[src/rtl/mux2to1_pkg.sv]
// Shared constants and helpers for the 2:1 stream arbiter.
package mux2to1_pkg;

  localparam logic SEL_IN0 = 1'b0;
  localparam logic SEL_IN1 = 1'b1;

  localparam int unsigned WIDTH_DEF = 8;

  // Counter width able to hold 0..burst_max inclusive.
  function automatic int unsigned cnt_width(input int unsigned burst_max);
    return $clog2(burst_max + 1);
  endfunction

endpackage

[src/rtl/stream_out_reg.sv]
// Single-entry valid/ready output register: load, hold under backpressure, drain.
module stream_out_reg #(
  parameter int unsigned WIDTH = 8
) (
  input  logic             clk,
  input  logic             rst,
  input  logic             push,
  input  logic [WIDTH-1:0] push_data,
  input  logic             out_ready,
  output logic             out_valid,
  output logic [WIDTH-1:0] out_data
);

  // Load on push, clear valid once drained with nothing new, otherwise hold.
  always_ff @(posedge clk) begin
    if (rst) begin
      out_valid <= 1'b0;
      out_data  <= '0;
    end else if (push) begin
      out_valid <= 1'b1;
      out_data  <= push_data;
    end else if (out_ready) begin
      out_valid <= 1'b0;
    end
  end

endmodule

[src/rtl/mux2to1_stream_arbiter.sv]
// Round-robin 2:1 stream arbiter with bounded bursts feeding a registered output stage.
module mux2to1_stream_arbiter
  import mux2to1_pkg::*;
#(
  parameter int unsigned WIDTH     = WIDTH_DEF,
  parameter int unsigned BURST_MAX = 4
) (
  input  logic             clk,
  input  logic             rst,
  input  logic [WIDTH-1:0] in0_data,
  input  logic             in0_valid,
  output logic             in0_ready,
  input  logic [WIDTH-1:0] in1_data,
  input  logic             in1_valid,
  output logic             in1_ready,
  output logic             sel,
  output logic [WIDTH-1:0] out_data,
  output logic             out_valid,
  input  logic             out_ready
);

  localparam int unsigned CW = cnt_width(BURST_MAX);
  localparam logic [CW-1:0] CNT_MAX = CW'(BURST_MAX);
  localparam logic [CW-1:0] CNT_ONE = CW'(1);

  logic             owner_q, owner_d;
  logic [CW-1:0]    cnt_q, cnt_d;
  logic             own_valid, oth_valid;
  logic             sel_valid, load, xfer;
  logic [WIDTH-1:0] sel_data;

  // Grant selection: owner keeps the grant until its burst limit while the other waits.
  always_comb begin
    own_valid = owner_q ? in1_valid : in0_valid;
    oth_valid = owner_q ? in0_valid : in1_valid;
    sel       = owner_q;
    if (!rst) begin
      if (own_valid && ((cnt_q < CNT_MAX) || !oth_valid)) begin
        sel = owner_q;
      end else if (oth_valid) begin
        sel = ~owner_q;
      end
    end
    sel_valid = sel ? in1_valid : in0_valid;
    sel_data  = sel ? in1_data : in0_data;
    load      = !out_valid || out_ready;
    in0_ready = !rst && load && (sel == SEL_IN0);
    in1_ready = !rst && load && (sel == SEL_IN1);
    xfer      = !rst && sel_valid && load;
  end

  // Burst bookkeeping: count repeat grants (saturating), restart at 1 on a switch.
  always_comb begin
    owner_d = owner_q;
    cnt_d   = cnt_q;
    if (xfer) begin
      if (sel == owner_q) begin
        cnt_d = (cnt_q >= CNT_MAX) ? cnt_q : CW'(cnt_q + CNT_ONE);
      end else begin
        owner_d = sel;
        cnt_d   = CNT_ONE;
      end
    end
  end

  // Arbiter state register.
  always_ff @(posedge clk) begin
    if (rst) begin
      owner_q <= SEL_IN0;
      cnt_q   <= '0;
    end else begin
      owner_q <= owner_d;
      cnt_q   <= cnt_d;
    end
  end

  stream_out_reg #(
    .WIDTH (WIDTH)
  ) u_out_reg (
    .clk       (clk),
    .rst       (rst),
    .push      (xfer),
    .push_data (sel_data),
    .out_ready (out_ready),
    .out_valid (out_valid),
    .out_data  (out_data)
  );

endmodule

[config.mk]
export PLATFORM = sky130hd
export DESIGN_NAME = mux2to1_stream_arbiter
export DESIGN_NICKNAME = d
export VERILOG_FILES = /design/src/rtl/mux2to1_pkg.sv /design/src/rtl/stream_out_reg.sv /design/src/rtl/mux2to1_stream_arbiter.sv
export SDC_FILE = /design/constraint.sdc
export NUM_CORES = 1
export LEC_CHECK = 0
export BUFFER_PORTS_ARGS = -buffer_cell sky130_fd_sc_hd__buf_2
export CORE_MARGIN = 2
export CORE_UTILIZATION = 48
export DETAILED_ROUTE_END_ITERATION = 10
export HOLD_SLACK_MARGIN = 0.08
export PLACE_DENSITY_LB_ADDON = 0.12
export SYNTH_ARGS = -nofsm -noshare
export SYNTH_HDL_FRONTEND = slang
export SYNTH_SLANG_ARGS = --single-unit
[constraint.sdc]
create_clock -name clk -period 3.48 [get_ports clk]
set_input_delay 0.174 -clock clk [delete_from_list [all_inputs] [get_ports clk]]
set_output_delay 0.174 -clock clk [all_outputs]
set_load 0.01 [all_outputs]
==> flow_metrics.py, run 1 <==
metrics = {
    "status": {
        "outcome": "complete, no violations",
    },
    "finish": {
        "diodes": 0,
        "area_growth_pct": 24.1,
        "fin_nets": 135,
        "drive_gt1_frac": 0.429,
        "finalNonFillerCells": 128,
    },
    "flow_run": {
        "max-cap-violations": 0,
    },
    "sta": {
        "finalHoldViolCount": 0,
        "finalMaxSlewViolations": 0,
        "worst_pin_slew_ps": 775,
        "slew_headroom": 0.482,
        "final.setup.tns_ps": 0,
        "setup_violations": 0,
        "fin_crit_ps": 2110,
        "rsz0062_at_grt": "false",
        "clock.fmax_ghz": 0.475,
        "clock_skew_ps": 1.48,
        "fin_crit_sh": 0.606,
    },
    "clock_network": {
        "cts.path.max_buffers": 2,
        "cts_buffers": 3,
        "clockRootBuffer": "clkbuf_4",
        "postCtsHoldBufs": 0,
        "cts-resized-gates": 0,
        "ctsHtreeMaxLevel": 1,
        "clk_pin_slew_worst_paths_ps": 80,
        "clk_latency_ps": 270,
        "cts.sinks": 13,
        "cts_tree": "yes",
        "cts_setup_buffers": 0,
    },
    "place": {
        "hpwl_um": 1350,
        "numPortBuffers": 32,
        "place_inst": 124,
        "gp_congestion": 0.882,
    },
    "synthesis": {
        "synth_cell_types": 33,
        "syn_avg_cell_area_um2": 9.02,
        "synth_area_leaders": "dfxtp_1 (36%), a211oi_2 (14%), nor4_1 (6.8%)",
        "netlist.area_leader.share": 0.356,
        "syn-cell-area_um2": 731,
        "seq_area_frac_synth": 0.356,
        "ys_ff_latch": 13,
        "synth_largest_area_cell": "dfxtp_1",
        "yosysWarnings": 0,
        "syn_inst": 81,
        "syn_nets": 103,
    },
    "setup_path": {
        "worst_ep_arrival_time_ps": 1930,
        "crit_type": "reg2out",
        "cp-end-kind": "output pin",
        "cp_data_required_time_ps": 3310,
        "crit_buf_inv": 1,
        "max_stage_delay_ps": 480,
        "cp_slowest_cell": "or2_1",
        "crit_family": "simple AND/OR/NAND/NOR gates",
        "path_max_fanout": 11,
        "start_kind": "flip-flop",
        "crit_chain": "nor2b_2 > nor3_4 > or2_1 > nor2b_1 > buf_2",
    },
    "power": {
        "leakagePower_nw": 0.390,
        "report.power.total_mw": 0.346,
        "peakVddDrop_mv": 0.202,
        "power_density_nw_per_um2": 382,
    },
    "routing": {
        "wirelength_um": 1770,
        "drt_iter0_drc": 5,
        "num_vias": 749,
        "drt-wirelength-per-cell_um": 13.8,
        "drtPass1Iterations": 4,
        "vias_per_cell": 5.85,
        "drc": 0,
        "ant_nets": 0,
    },
    "die": {
        "die_y_um": 43.0,
        "pin_count": 33,
        "coreArea_um2": 1470,
        "start_util": 0.497,
        "die_w_um": 43.0,
        "rows": 14,
        "dieArea_um2": 1850,
    },
    "grt": {
        "grt_pass1_vias": 669,
        "overflow": 0,
        "grt_pass1_wl_um": 2750,
        "grt_max_degree": 20,
        "antenna_found_initial": 0,
        "grt_use_total": 0.198,
    },
    "worst_hold_path": {
        "min_path_type": "in2reg",
    },
}
==> synth_stat cells <==
cell	number
nor3_4	1
o311ai_0	1
and3_1	1
a32o_1	1
clkbuf_2	1
dfxtp_1	13
a211oi_1	1
o211ai_2	1
nor3_1	1
o31ai_1	1
nor2_1	9
inv_2	1
a21oi_1	2
nor4_1	8
o21ai_1	1
nor2b_2	1
o32ai_1	1
a211oi_2	8
or2_1	1
nand3b_1	1
ha_1	1
buf_6	1
nor2b_1	3
a311oi_1	1
o21ai_0	8
clkbuf_1	1
inv_1	2
o22ai_1	1
o211a_1	1
nand2_1	2
buf_2	2
o21ai_2	1
nand2b_1	2
==> through the flow <==
stage,utilization,worst slack [ps],hold slack [ps],area (um^2)
CTS,0.616,1390,183,907
detailed placement,0.599,1690,468,881
global route,0.616,1230,193,907
floorplan,-,2100,296,731
global placement,0.599,1740,463,881
finish,0.616,1370,190,907
==> registers in the layout, indices dropped and copies added, names as in the netlist <==
name	flops
cnt_q	3
u_out_reg.out_valid	1
owner_q	1
u_out_reg.out_data	8
==> logic make-up after synthesis <==
| family | count (synthesis) | share of synthesized area |
|---|---|---|
| fa+ha+maj | 1 | 0.0171 |
| flops | 13 | 0.356 |
| buf+inv | 8 | 0.0565 |
| compound gates | 29 | 0.334 |
| simple gates | 30 | 0.236 |
==> cell usage in the layout, fill, tap and decap left out, types with 2 or more instances in the layout <==
master    instances
a211oi_2          8
a21oi_1           2
buf_2            32
clkbuf_4          3
dfxtp_1          13
inv_1             2
nand2_1           2
nand2b_1          2
nor2_1            9
nor2b_1           3
nor4_1            8
o21ai_0           8
==> worst register-to-register path: stages (launching register included) <==
cell      delay [ps]
dfxtp_1          450
nor2b_2           90
nor3_4           330
or2_1            480
a211oi_2         150
==> routing by layer <==
layer | wire length, um | vias up | part of all wire | global-route usage
li1 | - | 372 | - | -
met1 | 775 | 358 | 0.44 | 0.220
met2 | 891 | 15 | 0.50 | 0.373
met3 | 77 | 4 | 0.044 | 0.0298
met4 | 24 | 0 | 0.014 | 0.0727
met5 | 0 | - | 0 | 0
==> final cells by class <==
cell class	instances	area, um^2
clock buffers	4	26.3
fillers	148	564
inverters	3	11.3
flip-flops and latches	13	260
well taps	16	20.0
repair buffers	32	160
multi-input cells	60	429
==> report_power, final <==
part	internal [mW]	switching [mW]	total, mW
Sequential	0.161	0.00620	0.167
Combinational	0.0363	0.0507	0.0870
Clock	0.0444	0.0477	0.0921
Total	0.242	0.105	0.346
==> worst paths after layout <==
kind	slack [ps]	depth (start not counted)	start	end
worst max register to register	1850	4	cnt_q[2]	u_out_reg.out_data[4]
worst max-delay path	1370	5	cnt_q[2]	in1_ready
worst min register to register	480	1	cnt_q[0]	cnt_q[0]
worst min-delay path	190	2	in0_valid	owner_q
Note: power is estimated with default switching activity, not from simulation.
==> inputs of run 2 (changes only) <==
CORE_UTILIZATION = 45   (was 48)
clock period = 2.01 ns   (was 3.48 ns; I/O delays follow)
==> run 2 against run 1 <==
  * Sequential cell count unchanged
  * Largest power group unchanged
  * Combinational power up 75%
  * Critical endpoint unchanged
  * First-iteration DRC count rose to 2.6 times the previous value
==> flow_metrics.py, run 2 (same netlist as run 1, synthesis figures left out) <==
metrics = {
    "status": {
        "outcome": "complete, no violations",
    },
    "sta": {
        "setup_violations": 0,
        "slew_headroom": 0.483,
        "finalMaxSlewViolations": 0,
        "finalHoldViolCount": 0,
        "final.setup.tns_ps": 0,
        "fin_crit_sh": 0.914,
        "clock_skew_ps": 4.86,
        "rsz0062_at_grt": "false",
        "clock.fmax_ghz": 0.544,
        "fin_crit_ps": 1840,
        "hold_slack_ps": 95.9,
        "worst_pin_slew_ps": 773,
    },
    "finish": {
        "diodes": 0,
        "drive_gt1_frac": 0.434,
        "fillers": 133,
        "regArea_um2": 260,
        "largest_reg_flops": 8,
        "largest-register": "u_out_reg.out_data",
        "layout_common_cells": "buf_2 (32), dfxtp_1 (13), nor2_1 (9)",
        "reg_top3": "u_out_reg.out_data: 8 flops, cnt_q: 3 flops",
        "multi_input_comb_area_um2": 429,
        "fin_nets": 136,
        "area_growth_pct": 25.2,
        "final_common_cell": "buf_2",
    },
    "setup_path": {
        "start_kind": "flip-flop",
        "cp-end-kind": "output pin",
        "cp_data_required_time_ps": 1910,
        "max_stage_delay_ps": 440,
        "path_max_fanout": 9,
        "cp_slowest_cell": "dfxtp_1",
        "crit_family": "simple AND/OR/NAND/NOR gates",
        "crit_buf_inv": 1,
        "crit_chain": "nor2b_2 > nor3_4 > or2_1 > nor2b_1 > buf_2",
        "crit_type": "reg2out",
        "worst_ep_arrival_time_ps": 1740,
    },
    "die": {
        "die_w_um": 44.3,
        "coreArea_um2": 1510,
        "start_util": 0.485,
        "dieArea_um2": 1960,
        "pin_count": 33,
        "die_y_um": 44.3,
        "rows": 14,
    },
    "place": {
        "hpwl_um": 1270,
        "numPortBuffers": 32,
        "gp_congestion": 0.905,
    },
    "routing": {
        "ant_nets": 0,
        "drt_iter0_drc": 13,
        "vias_per_cell": 5.71,
        "drtPass1Iterations": 4,
        "wirelength_um": 1750,
        "drt-wirelength-per-cell_um": 13.5,
        "drc": 0,
        "num_vias": 737,
    },
    "clock_network": {
        "cts_setup_buffers": 0,
        "clk_latency_ps": 280,
        "ctsHtreeMaxLevel": 1,
        "cts_tree": "yes",
        "cts.path.max_buffers": 2,
        "postCtsHoldBufs": 0,
        "cts_buffers": 3,
        "clk_pin_slew_worst_paths_ps": 90,
        "cts-resized-gates": 0,
        "clockRootBuffer": "clkbuf_4",
        "cts.sinks": 13,
    },
    "grt": {
        "antenna_found_initial": 0,
        "grt_max_degree": 20,
        "grt_pass1_wl_um": 2740,
        "grt_use_total": 0.191,
        "grt_pass1_vias": 644,
        "overflow": 0,
    },
    "power": {
        "leakagePower_nw": 0.395,
        "power_density_nw_per_um2": 667,
        "peakVddDrop_mv": 0.445,
    },
    "worst_hold_path": {
        "min_path_type": "in2reg",
    },
    "flow_run": {
        "max-cap-violations": 0,
    },
}
-- run 2: area by class of cell --
| type | count | area share |
|---|---|---|
| clock buffers | 4 | 0.0287 |
| inverters | 3 | 0.0123 |
| multi-input cells | 60 | 0.469 |
| flip-flops and latches | 13 | 0.285 |
| well taps | 16 | 0.0219 |
| repair buffers | 33 | 0.183 |
-- run 2: path summary, 6_finish.rpt --
kind | start | endpoint | slack [ps] | cells after the start
setup / recovery | cnt_q[2] | in1_ready | 170 | 5
setup reg to reg | cnt_q[2] | u_out_reg.out_data[6] | 450 | 5
hold / removal | in0_data[1] | u_out_reg.out_data[1] | 100 | 3
hold reg to reg | cnt_q[0] | cnt_q[0] | 480 | 1
-- run 2: power by group --
| part | total (mW) | internal (mW) | switching (mW) |
|---|---|---|---|
| Combinational | 0.152 | 0.0649 | 0.0871 |
| Sequential | 0.290 | 0.279 | 0.0107 |
| Clock | 0.169 | 0.0771 | 0.0915 |
| Total | 0.610 | 0.421 | 0.189 |
-- run 2: worst register-to-register path, delay by kind of cell (launching register included) --
kind                   cells  cell delay (ps)
AO/OA/AOI/OAI              1               70
buffers and inverters      1              210
AND/OR/NAND/NOR            3              710
flip-flops                 1              440
-- run 2: metal layers --
layer / share of wire / track usage / up-vias
met3: 0.050 / 0.0490 / 5
met2: 0.48 / 0.303 / 23
li1: - / - / 373
met5: 0 / 0 / -
met4: 0.017 / 0.0909 / 0
met1: 0.45 / 0.240 / 336
-- run 2: per-stage QoR --
step	std cells	util	setup slack, ps	total power [mW]	cell area (um^2)
2_1_floorplan	81	-	707	0.395	731
3_3_place_gp	125	0.590	479	0.446	888
3_5_place_dp	125	0.590	468	0.448	888
4_1_cts	129	0.607	169	0.612	915
5_1_grt	129	0.607	21.6	0.638	915
6_report	129	0.607	173	0.610	915
